==> config.mk <==
export PLATFORM = sky130hd
export DESIGN_NAME = stack_unit
export DESIGN_NICKNAME = d
export VERILOG_FILES = /design/src/rtl/stack_unit_pkg.sv /design/src/rtl/stack_unit.sv
export SDC_FILE = /design/constraint.sdc
export NUM_CORES = 1
export LEC_CHECK = 0
export ABC_AREA = 1
export CORE_MARGIN = 2
export CORE_UTILIZATION = 35
export DETAILED_ROUTE_END_ITERATION = 8
export GPL_ROUTABILITY_DRIVEN = 0
export PLACE_DENSITY = 0.72
export SKIP_CTS_REPAIR_TIMING = 1
export SLEW_MARGIN = 20
export SYNTH_ARGS = -nofsm -noshare
export SYNTH_HDL_FRONTEND = slang
export SYNTH_SLANG_ARGS = --single-unit
==> constraint.sdc <==
create_clock -name clk -period 6.2 [get_ports clk]
set_input_delay 0.62 -clock clk [delete_from_list [all_inputs] [get_ports clk]]
set_output_delay 0.62 -clock clk [all_outputs]
set_load 0.02 [all_outputs]
==> src/rtl/stack_unit_pkg.sv <==
// Shared definitions for the MiniRISC hardware stack engine: FSM states, flag bit
// positions and frame sizes.
package stack_unit_pkg;

    typedef enum logic [2:0] {
        StIdle,
        StReq,
        StPushPc,
        StPushFlg,
        StPopFlg,
        StPopPc,
        StDone,
        StWaitLow
    } stack_state_e;

    // Bit positions inside the 6-bit flag vector {IF,IE,V,N,C,Z}
    localparam int unsigned FLAG_Z  = 0;
    localparam int unsigned FLAG_C  = 1;
    localparam int unsigned FLAG_N  = 2;
    localparam int unsigned FLAG_V  = 3;
    localparam int unsigned FLAG_IE = 4;
    localparam int unsigned FLAG_IF = 5;

    localparam logic [7:0] SUB_FRAME = 8'd1;
    localparam logic [7:0] INT_FRAME = 8'd2;

    function automatic logic [7:0] frame_size(input logic is_int);
        return is_int ? INT_FRAME : SUB_FRAME;
    endfunction

endpackage

==> src/rtl/stack_unit.sv <==
// Hardware stack engine: pushes/pops return PC (and flags for interrupt frames) over the
// shared data bus. Define STACK_GUARD_EN to add occupancy checking and the stack_err flag.
module stack_unit
    import stack_unit_pkg::*;
#(
    parameter logic [7:0]  SP_INIT     = 8'h00,
    parameter int unsigned STACK_DEPTH = 32
) (
    input  logic       clk,
    input  logic       rst,
    input  logic       stack_op_ongoing,
    input  logic       push_or_pop,
    input  logic       int_frame,
    input  logic [7:0] pc_in,
    input  logic [5:0] flags_in,
    output logic       stack_op_end,
    output logic [7:0] return_addr,
    output logic [5:0] flags_out,
    output logic [7:0] SP,
    output logic       bus_req,
    input  logic       bus_grant,
    output logic [7:0] mem_addr,
    output logic       mem_wr,
    output logic       mem_rd,
    output logic [7:0] mem_dout,
    input  logic [7:0] mem_din,
    input  logic       dbg_is_brk,
    input  logic       dbg_sp_wr,
    input  logic [7:0] dbg_data_in
`ifdef STACK_GUARD_EN
    ,
    output logic       stack_err
`endif
);

    stack_state_e state_q;
    logic         push_q;
    logic         int_q;
    logic [7:0]   sp_q;
    logic [7:0]   ret_q;
    logic [5:0]   flags_q;
    logic [7:0]   frame_n;
    logic [7:0]   sp_next;
    logic         reject;

    assign frame_n = frame_size(int_q);
    assign sp_next = push_q ? sp_q - frame_n : sp_q + frame_n;

`ifdef STACK_GUARD_EN
    logic [7:0] occ_q;
    logic       err_q;
    logic [7:0] occ_next;

    assign occ_next = push_q ? occ_q + frame_n : occ_q - frame_n;
    assign reject   = push_q ? (({1'b0, occ_q} + {1'b0, frame_n}) > 9'(STACK_DEPTH))
                             : (occ_q < frame_n);
    assign stack_err = err_q;
`else
    assign reject = 1'b0;
`endif

    always_ff @(posedge clk or negedge rst) begin
        if (!rst) begin
            state_q <= StIdle;
            push_q  <= 1'b0;
            int_q   <= 1'b0;
            sp_q    <= SP_INIT;
            ret_q   <= 8'h00;
            flags_q <= 6'h00;
`ifdef STACK_GUARD_EN
            occ_q   <= 8'h00;
            err_q   <= 1'b0;
`endif
        end else begin
            case (state_q)
                StIdle: begin
                    if (stack_op_ongoing) begin
                        push_q  <= push_or_pop;
                        int_q   <= int_frame;
                        state_q <= StReq;
                    end else if (dbg_is_brk && dbg_sp_wr) begin
                        sp_q  <= dbg_data_in;
`ifdef STACK_GUARD_EN
                        occ_q <= SP_INIT - dbg_data_in;
`endif
                    end
                end
                StReq: begin
                    if (reject) begin
`ifdef STACK_GUARD_EN
                        err_q <= 1'b1;
`endif
                        state_q <= StDone;
                    end else if (bus_grant) begin
                        if (push_q)     state_q <= StPushPc;
                        else if (int_q) state_q <= StPopFlg;
                        else            state_q <= StPopPc;
                    end
                end
                StPushPc: begin
                    if (int_q) begin
                        state_q <= StPushFlg;
                    end else begin
                        sp_q    <= sp_next;
`ifdef STACK_GUARD_EN
                        occ_q   <= occ_next;
`endif
                        state_q <= StDone;
                    end
                end
                StPushFlg: begin
                    sp_q    <= sp_next;
`ifdef STACK_GUARD_EN
                    occ_q   <= occ_next;
`endif
                    state_q <= StDone;
                end
                StPopFlg: begin
                    flags_q <= mem_din[5:0];
                    state_q <= StPopPc;
                end
                StPopPc: begin
                    ret_q   <= mem_din;
                    sp_q    <= sp_next;
`ifdef STACK_GUARD_EN
                    occ_q   <= occ_next;
`endif
                    state_q <= StDone;
                end
                StDone:    state_q <= StWaitLow;
                // Hold here until the controller drops its request level
                StWaitLow: if (!stack_op_ongoing) state_q <= StIdle;
                default:   state_q <= StIdle;
            endcase
        end
    end

    always_comb begin
        bus_req      = 1'b0;
        mem_wr       = 1'b0;
        mem_rd       = 1'b0;
        mem_addr     = 8'h00;
        mem_dout     = 8'h00;
        stack_op_end = 1'b0;
        case (state_q)
            StReq: bus_req = 1'b1;
            StPushPc: begin
                bus_req  = 1'b1;
                mem_wr   = 1'b1;
                mem_addr = sp_q - 8'd1;
                mem_dout = pc_in;
            end
            StPushFlg: begin
                bus_req  = 1'b1;
                mem_wr   = 1'b1;
                mem_addr = sp_q - 8'd2;
                mem_dout = {2'b00, flags_in};
            end
            StPopFlg: begin
                bus_req  = 1'b1;
                mem_rd   = 1'b1;
                mem_addr = sp_q;
            end
            StPopPc: begin
                bus_req  = 1'b1;
                mem_rd   = 1'b1;
                mem_addr = sp_q + {7'd0, int_q};
            end
            StDone:  stack_op_end = 1'b1;
            default: ;
        endcase
    end

    assign SP          = sp_q;
    assign return_addr = ret_q;
    assign flags_out   = flags_q;

endmodule

Yosys cells after proc, flatten, opt, wreduce, memory -nomap -nowiden
Index checks and enable logic that the tools add are counted.
Storage, ports and cells
  output and inout port bits: 42
  register bits after elaboration: 27
  bits of input ports: 38
  word-level logic and storage cells: 53
Cells by class
  mux-type cells: 19
  equality and inequality tests: 13
  reduce and logical (&&, ||, !) cells: 10
  $add $sub $neg: 5
Operators by type and width (count)
  8-bit two-way mux: 4
  8-bit one-hot mux with 4 select lines: 1
  8-bit one-hot mux with 3 select lines: 1
  3-bit one-hot mux with 7 select lines: 1
  8-bit one-hot mux with 2 select lines: 1
  3-bit two-way mux: 5
  3-bit == test (second input constant): 4
  2-bit inequality test (second input constant): 6
  8-bit by 1-bit adder with 8-bit output: 1
  8-bit by 2-bit adder with 8-bit output: 1
  8-bit by 1-bit subtractor with 8-bit output (second input constant): 1
  8-bit by 2-bit subtractor with 8-bit output: 1
  8-bit by 2-bit subtractor with 8-bit output (second input constant): 1
  3-bit by 2-bit == test with 1-bit output (second input constant): 2
  2-bit OR reduction: 3
  1-bit two-way mux: 5
  5-bit OR reduction: 1
  4-bit AND reduction: 1
  3-bit by 1-bit == test with 1-bit output (second input constant): 1
  3-bit zero test: 1
  3-bit AND reduction: 1
  3-bit nonzero test: 1
  2-bit two-way mux: 1
  2-bit AND reduction: 1
  1-bit logical AND: 1

Longest topological paths before layout
Gate-level depths: netlist (run 1).
  depth in word-level cells: 5
  gate-level depth with buffers: 15
  mapped depth without buffers: 14

Worst setup path after synthesis (run 1)
Ideal clock, no wire load.
  path type: register -> output
  start point: register state_q[1]
  end point: output mem_addr[6]
  arrival: 2.099 ns
  cell stages (with the launch flop): 15
  required time: 5.580 ns
  buffers on the path: 1
  slack: 3.481 ns
  cells stage by stage: dfrtp_1 -> inv_1 -> nand3_2 -> buf_4 -> inv_2 -> nand2_1 -> ha_1 -> inv_1 -> fa_1 -> nand3b_1 -> nand2_1 -> nand3_1 -> nand3_1 -> nand3_1 -> nand2_1
Between the ends
  cells in the longest elaborated chain, start to end: 2
  elaborated cells on any way between the ends: 5
  classes of those cells: eq/ne (4); mux (1)
Ends and longest elaborated chain
  from (decl): line stack_unit.sv:36  | stack_state_e state_q;
  from (signal assigned): line stack_unit.sv:64  | state_q <= StIdle;
  from (signal assigned): line stack_unit.sv:80  | state_q <= StReq;
  from (signal assigned): line stack_unit.sv:93  | state_q <= StDone;
  3-bit == test or 3-bit by 2-bit == test with 1-bit output (tied branches): line stack_unit.sv:145  | case (state_q)
  8-bit one-hot mux with 4 select lines (*): line stack_unit.sv:145
  to (decl): line stack_unit.sv:22  | output logic [7:0] mem_addr,
Every way passes the cells marked *; elsewhere a longest branch is shown, timed or not.

Worst setup path in the final report (run 1)
Ends and elaborated chain as after synthesis.

==> results of run 1 <==
layout make-up:
cell class                      count  area (um2)
Fill cell                         641        3115
Clock buffer                        3       41.29
Multi-Input combinational cell    255        1419
Sequential cell                    27       675.6
Inverter                           51       196.4
Tap cell                           77       96.34
Clock inverter                      1       7.507
Timing Repair Buffer               80       798.3
placed cells by master, fill, tap and decap left out, drive strengths merged:
cell	n
ha	16
xnor2	2
buf	1
nor2	27
nand3b	3
nor3	1
fa	2
dfrtp	27
nand3	28
a21oi	16
clkdlybuf4s50	79
or2	2
o21ai	35
a21o	1
o221ai	2
xor2	1
inv	51
clkinvlp	1
a31oi	1
clkbuf	3
nand2	107
a22o	6
nand4	4
and2	1
layer usage:
metal  wire length (um)  part of all wire  track usage  vias up
li1                   -                 -            -     1253
met1               2916              0.45       0.2418     1118
met2               3134              0.49       0.3097       55
met3                302             0.047      0.03502        9
met4                 76             0.012      0.03896        0
met5                  0                 0            0        -
power by group through the flow:
stage | registers [W] | clock network (W) | logic, W
2_1_floorplan | 0.000436 | 0 | 0.00105
3_3_place_gp | 0.000372 | 0 | 0.00164
3_5_place_dp | 0.000376 | 0 | 0.00168
4_1_cts | 0.000373 | 0.000109 | 0.00169
5_1_grt | 0.000386 | 0.000116 | 0.00187
6_report | 0.000372 | 0.000106 | 0.00168
metrics by stage:
step | worst slack (ps) | total power (W) | cells | utilization
6_report | 2258 | 0.002161 | 494 | 0.5094
5_1_grt | 1955 | 0.002376 | 494 | 0.5094
4_1_cts | 2233 | 0.002170 | 494 | 0.5094
2_1_floorplan | 3481 | 0.001487 | 336 | -
3_5_place_dp | 2562 | 0.002055 | 490 | 0.5017
3_3_place_gp | 2680 | 0.002016 | 490 | 0.5017
sequential cells by signal, summed over array words and instances (netlist names):
| register | cells |
|---|---|
| flags_out | 6 |
| state_q | 3 |
| return_addr | 8 |
| SP | 8 |
| int_q | 1 |
| push_q | 1 |
final timing paths:
check	end	slack, ps	cells after the start
max reg2reg	SP[4]$_DFFE_PN0P_	4200	12
max	mem_addr[6]	2260	14
min in group asynchronous	flags_out[0]$_DFFE_PN0N_	710	2
max in group asynchronous	SP[6]$_DFFE_PN0P_	5230	2
min reg2reg	flags_out[2]$_DFFE_PN0N_	500	2
min	flags_out[2]$_DFFE_PN0N_	500	2
cells by family (layout without fill, tap and decap cells):
group,Yosys count,after routing,share of synthesized area
and+or+nand+nor,173,173,0.3444
AOI/OAI and AO/OA,61,61,0.1551
buffers and inverters,54,135,0.09219
DFF,27,27,0.2928
adders and majority gates,18,18,0.1041
xor gates and xnor gates,3,3,0.01139
critical path: cells and delay by family, from the launching register on:
kind                       cells  cell delay, ps
adders and majority gates      2             580
buffers and inverters          4             910
DFF                            1             440
and+or+nand+nor                8            1090
==> summary.md, run 1 <==
| Metric | Value |
|---|---|
| Share of cells above drive strength 1 | `0.07194` |
| Syn Std Cell Area | `2307 um2` |
| Routed WL | `6.429 mm` |
| Yosys reg bits | `27` |
| GR Overflow Total | `0` |
| Period utilisation layout | `0.6358` |
| Hold Path Origin | `flags_out[2]$_DFFE_PN0N_` |
| Worst hold path class | `flop to flop` |
| Most frequent cell after synthesis | `nand2_1` |
| Synth Net Count | `392` |
| Skew-Pair Late Insertion Delay | `280 ps` |
| CTS tree | `done` |
| Vias in the first global route | `2397` |
| Clock power frac | `0.049` |
| Htree depth | `1` |
| Combinational share of power | `0.779` |
| Nets | `474` |
| Die Ht | `85.19 um` |
| Site Rows | `29` |
| Area leader, netlist | `dfrtp_1` |
| Post-synth EDFFs | `0` |
| Total GRT Usage | `0.1824` |
| Vias after detailed routing | `2435` |
| Initial antenna violation count | `0` |
| Cells along the critical path | `inv_1 -> nand3_2 -> inv_2 -> nand2_1 -> ha_1 -> inv_1 -> fa_1 -> nand3b_1 -> nand2_1 -> nand3_1 -> nand3_1 -> nand3_1 -> nand2_1 -> clkdlybuf4s50_1` |
| Leakage power | `1.595 nW` |
| Area after DPL | `3186 um2` |
| Starting Density | `0.3633` |
| Max-Cap Viols | `0` |
| Cells after Synth | `336` |
| Synthesis-to-layout area growth | `40.18%` |
| Critical path fanouts, max | `26` |
| Post-DP HPWL | `5.227 mm` |
| Sw Ratio | `0.5352` |
| Final Critical Period | `3942 ps` |
| DRC viols | `0` |
| Max frequency | `253.7 MHz` |
| Largest net degree at the start of global routing | `28` |
| Drt wl/cell | `13.01 um` |
| Drt via density | `4.929` |
| IO buf count | `79` |
| Antenna fix cells | `0` |
| Sequential cell area fraction in the yosys report | `0.2928` |
| Outcome | `finished clean` |
| Clock sinks | `27` |
| First-pass iteration count of the detailed router | `4` |
| Die W | `85.19 um` |
| 1st-iter DRT viols | `94` |
| Design Area, Final | `3234 um2` |
| Critical Path End Type | `output port` |
| Core Area | `6350 um2` |
| Slew HR | `0.6204` |
| Die Footprint | `7257 um2` |
| Cell-internal power | `0.001005 W` |
| Syn Area/Cell | `6.867 um2` |
| RSZ-0062 raised after global routing | `no` |
| Worst setup startpoint | `state_q[1]$_DFFE_PN0P_` |
| Psw | `0.001157 W` |
| Post-synth ARST share | `1.000` |
| Max Root-Sink Buffers | `2` |
| Root cell of the clock tree | `clkbuf_8` |
| Setup tns final | `0 ps` |
| Synth top area cells | `dfrtp_1, nand2_1, ha_1, inv_1, o21ai_0` |
| Slew @ Worst Pin | `568.8 ps` |
| Post-DRT Antenna Nets | `0` |
| Worst-path clk slew | `100 ps` |
| Worst r2r src | `push_q$_DFFE_PN0P_` |
| Post-synth top area share | `0.2928` |
| Critical Path AT | `3320 ps` |
| Worst path slowest cell | `clkdlybuf4s50_1` |
| Ys Warns | `0` |
| Max Slew Vio Count | `0` |
| First-pass GRT wire length | `10.88 mm` |
| Hold Fails Final Rpt | `0` |
| CP required | `5580 ps` |
| VDD IR max | `0.3734 mV` |
| Power per cell area | `668.2 nW/um2` |
| Predominant post-synthesis flop cell | `dfrtp_1` |
| CP Class | `flop to output port` |
| WHS | `497.6 ps` |
| CTS Buf Count | `3` |
| Critical Path Start Type | `flop` |
| Distinct cells, synth | `33` |
| Skew final | `4.388 ps` |
| Sequential share of power | `0.172` |
| Number of I/O pins | `80` |
| Synth top cells by count | `nand2_1, inv_1, o21ai_0, dfrtp_1, nand3_1` |
| Slowest stage delay, CP | `590 ps` |
| Final setup vio count | `0` |
Power figures use the tool's default switching activity.
==> run 2, diff against run 1 <==
==> constraint.sdc (replaced) <==
create_clock -name clk -period 3.96 [get_ports clk]
set_input_delay 0.396 -clock clk [delete_from_list [all_inputs] [get_ports clk]]
set_output_delay 0.396 -clock clk [all_outputs]
set_load 0.02 [all_outputs]
==> summary.md, run 2 (synthesis results as in run 1) <==
| Metric | Value |
|---|---|
| CTS Buf Count | `3 (unchanged)` |
| Die W | `85.19 um (unchanged)` |
| Cells along the critical path | `inv_1 -> nand3_2 -> inv_2 -> nand2_1 -> ha_1 -> inv_1 -> fa_1 -> nand3b_1 -> nand2_1 -> nand3_1 -> nand3_1 -> nand3_1 -> nand2_1 -> clkdlybuf4s50_1 (unchanged)` |
| Worst path slowest cell | `clkdlybuf4s50_1 (unchanged)` |
| Synthesis-to-layout area growth | `40.29% (was 40.18%)` |
| Final setup vio count | `0 (unchanged)` |
| Share of cells above drive strength 1 | `0.07656 (was 0.07194)` |
| Initial antenna violation count | `0 (unchanged)` |
| Post-DP HPWL | `5.076 mm (was 5.227 mm)` |
| 1st-iter DRT viols | `120 (was 94)` |
| Slew HR | `0.6118 (was 0.6204)` |
| Max frequency | `280.2 MHz` |
| Leakage power | `1.600 nW (was 1.595 nW)` |
| Outcome | `finished clean (unchanged)` |
| Die Footprint | `7257 um2 (unchanged)` |
| Total GRT Usage | `0.1776 (was 0.1824)` |
| Site Rows | `29 (unchanged)` |
| Final Critical Period | `3569 ps` |
| Min setup slack post-route | `390.8 ps (was 2258 ps)` |
| Largest net degree at the start of global routing | `26 (was 28)` |
| RR Endpoint | `SP[4]$_DFFE_PN0P_ (unchanged)` |
| Vias in the first global route | `2222 (was 2397)` |
| Starting Density | `0.3633 (unchanged)` |
| Reg-to-reg slack, setup | `1940 ps (was 4200 ps)` |
| Worst hold path class | `input pin to async pin (was flop to flop)` |
| Max Root-Sink Buffers | `2 (unchanged)` |
| Setup tns final | `0 ps (unchanged)` |
| Hold Fails Final Rpt | `0 (unchanged)` |
| DRC viols | `0 (unchanged)` |
| Routed WL | `6.239 mm (was 6.429 mm)` |
| Max Slew Vio Count | `0 (unchanged)` |
| Power per cell area | `1042 nW/um2 (was 668.2 nW/um2)` |
| Critical Path Start Type | `flop (unchanged)` |
| CP Class | `flop to output port (unchanged)` |
| Die Ht | `85.19 um (unchanged)` |
| Critical path fanouts, max | `13 (was 26)` |
| Critical Path End Type | `output port (unchanged)` |
| Number of I/O pins | `80 (unchanged)` |
| CTS tree | `done (unchanged)` |
| First-pass GRT wire length | `10.56 mm (was 10.88 mm)` |
| FILL cells | `630 (was 641)` |
| Power, Total | `0.003371 W (was 0.002161 W)` |
| Core Area | `6350 um2 (unchanged)` |
| Drt wl/cell | `12.60 um (was 13.01 um)` |
| Cell Count, Final, Fillers Out | `495 (was 494)` |
| VDD IR max | `0.6522 mV (was 0.3734 mV)` |
| Skew final | `11.66 ps (was 4.388 ps)` |
| Slew @ Worst Pin | `582.3 ps (was 568.8 ps)` |
| Worst-path clk slew | `110 ps (was 100 ps)` |
| Vias after detailed routing | `2461 (was 2435)` |
| Critical Path AT | `3170 ps (was 3320 ps)` |
| Pre-CTS setup slack | `737.8 ps (was 2562 ps)` |
| RSZ-0062 raised after global routing | `no (unchanged)` |
| Drt via density | `4.972 (was 4.929)` |
| Register Area | `675.6 um2 (unchanged)` |
| Reg2Reg Depth | `12 (unchanged)` |
| Slowest stage delay, CP | `590 ps (about the same)` |
| GR Overflow Total | `0 (unchanged)` |
| Max-Cap Viols | `0 (unchanged)` |
| Htree depth | `1 (unchanged)` |
| Commonest non-fill, non-tap cells in the layout | `nand2_1, clkdlybuf4s50_1, inv_1 (unchanged)` |
| Root cell of the clock tree | `clkbuf_8 (unchanged)` |
| Worst r2r src | `push_q$_DFFE_PN0P_ (unchanged)` |
| Nets | `475 (was 474)` |
| Post-DRT Antenna Nets | `0 (unchanged)` |
| Antenna fix cells | `0 (unchanged)` |
| First-pass iteration count of the detailed router | `5 (was 4)` |
| Period utilisation layout | `0.9013` |
| Multi-input logic area | `1419 um2 (unchanged)` |
| Clock sinks | `27 (unchanged)` |
| IO buf count | `79 (unchanged)` |
| Skew-Pair Late Insertion Delay | `290 ps (was 280 ps)` |
| CP required | `3560 ps (was 5580 ps)` |
| Placed cells | `491 (was 490)` |
| Commonest non-fill, non-tap cell in the layout | `nand2_1 (unchanged)` |
## run 2: cell types whose count changed in the layout (fill, tap and decap cells not counted), sizes merged
cell	delta
buf	+2
clkdlybuf4s50	-1
## run 2: worst max-delay path by stage
stage	to	slack (ps)	startpoint	cells past startpoint
2_1_floorplan	mem_addr[6]	1460	state_q[1]$_DFFE_PN0P_	14
5_1_grt	mem_addr[6]	120	state_q[1]$_DFFE_PN0P_	14
3_5_place_dp	mem_addr[6]	740	state_q[1]$_DFFE_PN0P_	14
4_1_cts	mem_addr[6]	400	state_q[1]$_DFFE_PN0P_	14
3_3_place_gp	mem_addr[6]	840	state_q[1]$_DFFE_PN0P_	14
6_report	mem_addr[6]	390	state_q[1]$_DFFE_PN0P_	14
## run 2: critical path, delay by kind of cell (launching register included)
kind | cells | cell delay, ps
AND/OR/NAND/NOR | 8 | 950
buffers and inverters | 4 | 900
adder cells (fa/ha/maj) | 2 | 590
flip-flops | 1 | 450
## run 2: layout make-up
class / count / area share
clock inverter: 1 / 0.002319
sequential: 27 / 0.2087
clock buffer: 3 / 0.01276
tap: 77 / 0.02976
multi-input combinational: 255 / 0.4383
inverter: 51 / 0.06069
timing repair buffer: 81 / 0.2474
## run 2: stage by stage
stage | cell area [um2] | hold WS [ps] | util
after floorplan | 2307 | 100.4 | -
final | 3237 | 91.16 | 0.5098
after detailed placement | 3188 | 426.9 | 0.5021
after CTS | 3237 | 105.4 | 0.5098
after global placement | 3193 | 469.9 | 0.5029
after global routing | 3237 | 126.2 | 0.5098
## run 2: metal layers
metal	up-vias	global-route usage	part of all wire
met5	-	0	0
met3	9	0.03113	0.055
met2	63	0.2777	0.47
met4	0	0.03752	0.012
li1	1261	-	-
met1	1128	0.2581	0.47
## run 2: power by group
group / leakage, nW / switching, W / internal [W]
combinational: 1.25 / 0.00154 / 0.00108
clock: 0.0217 / 0.0000982 / 0.0000718
sequential: 0.328 / 0.000162 / 0.000419
total: 1.60 / 0.00180 / 0.00157
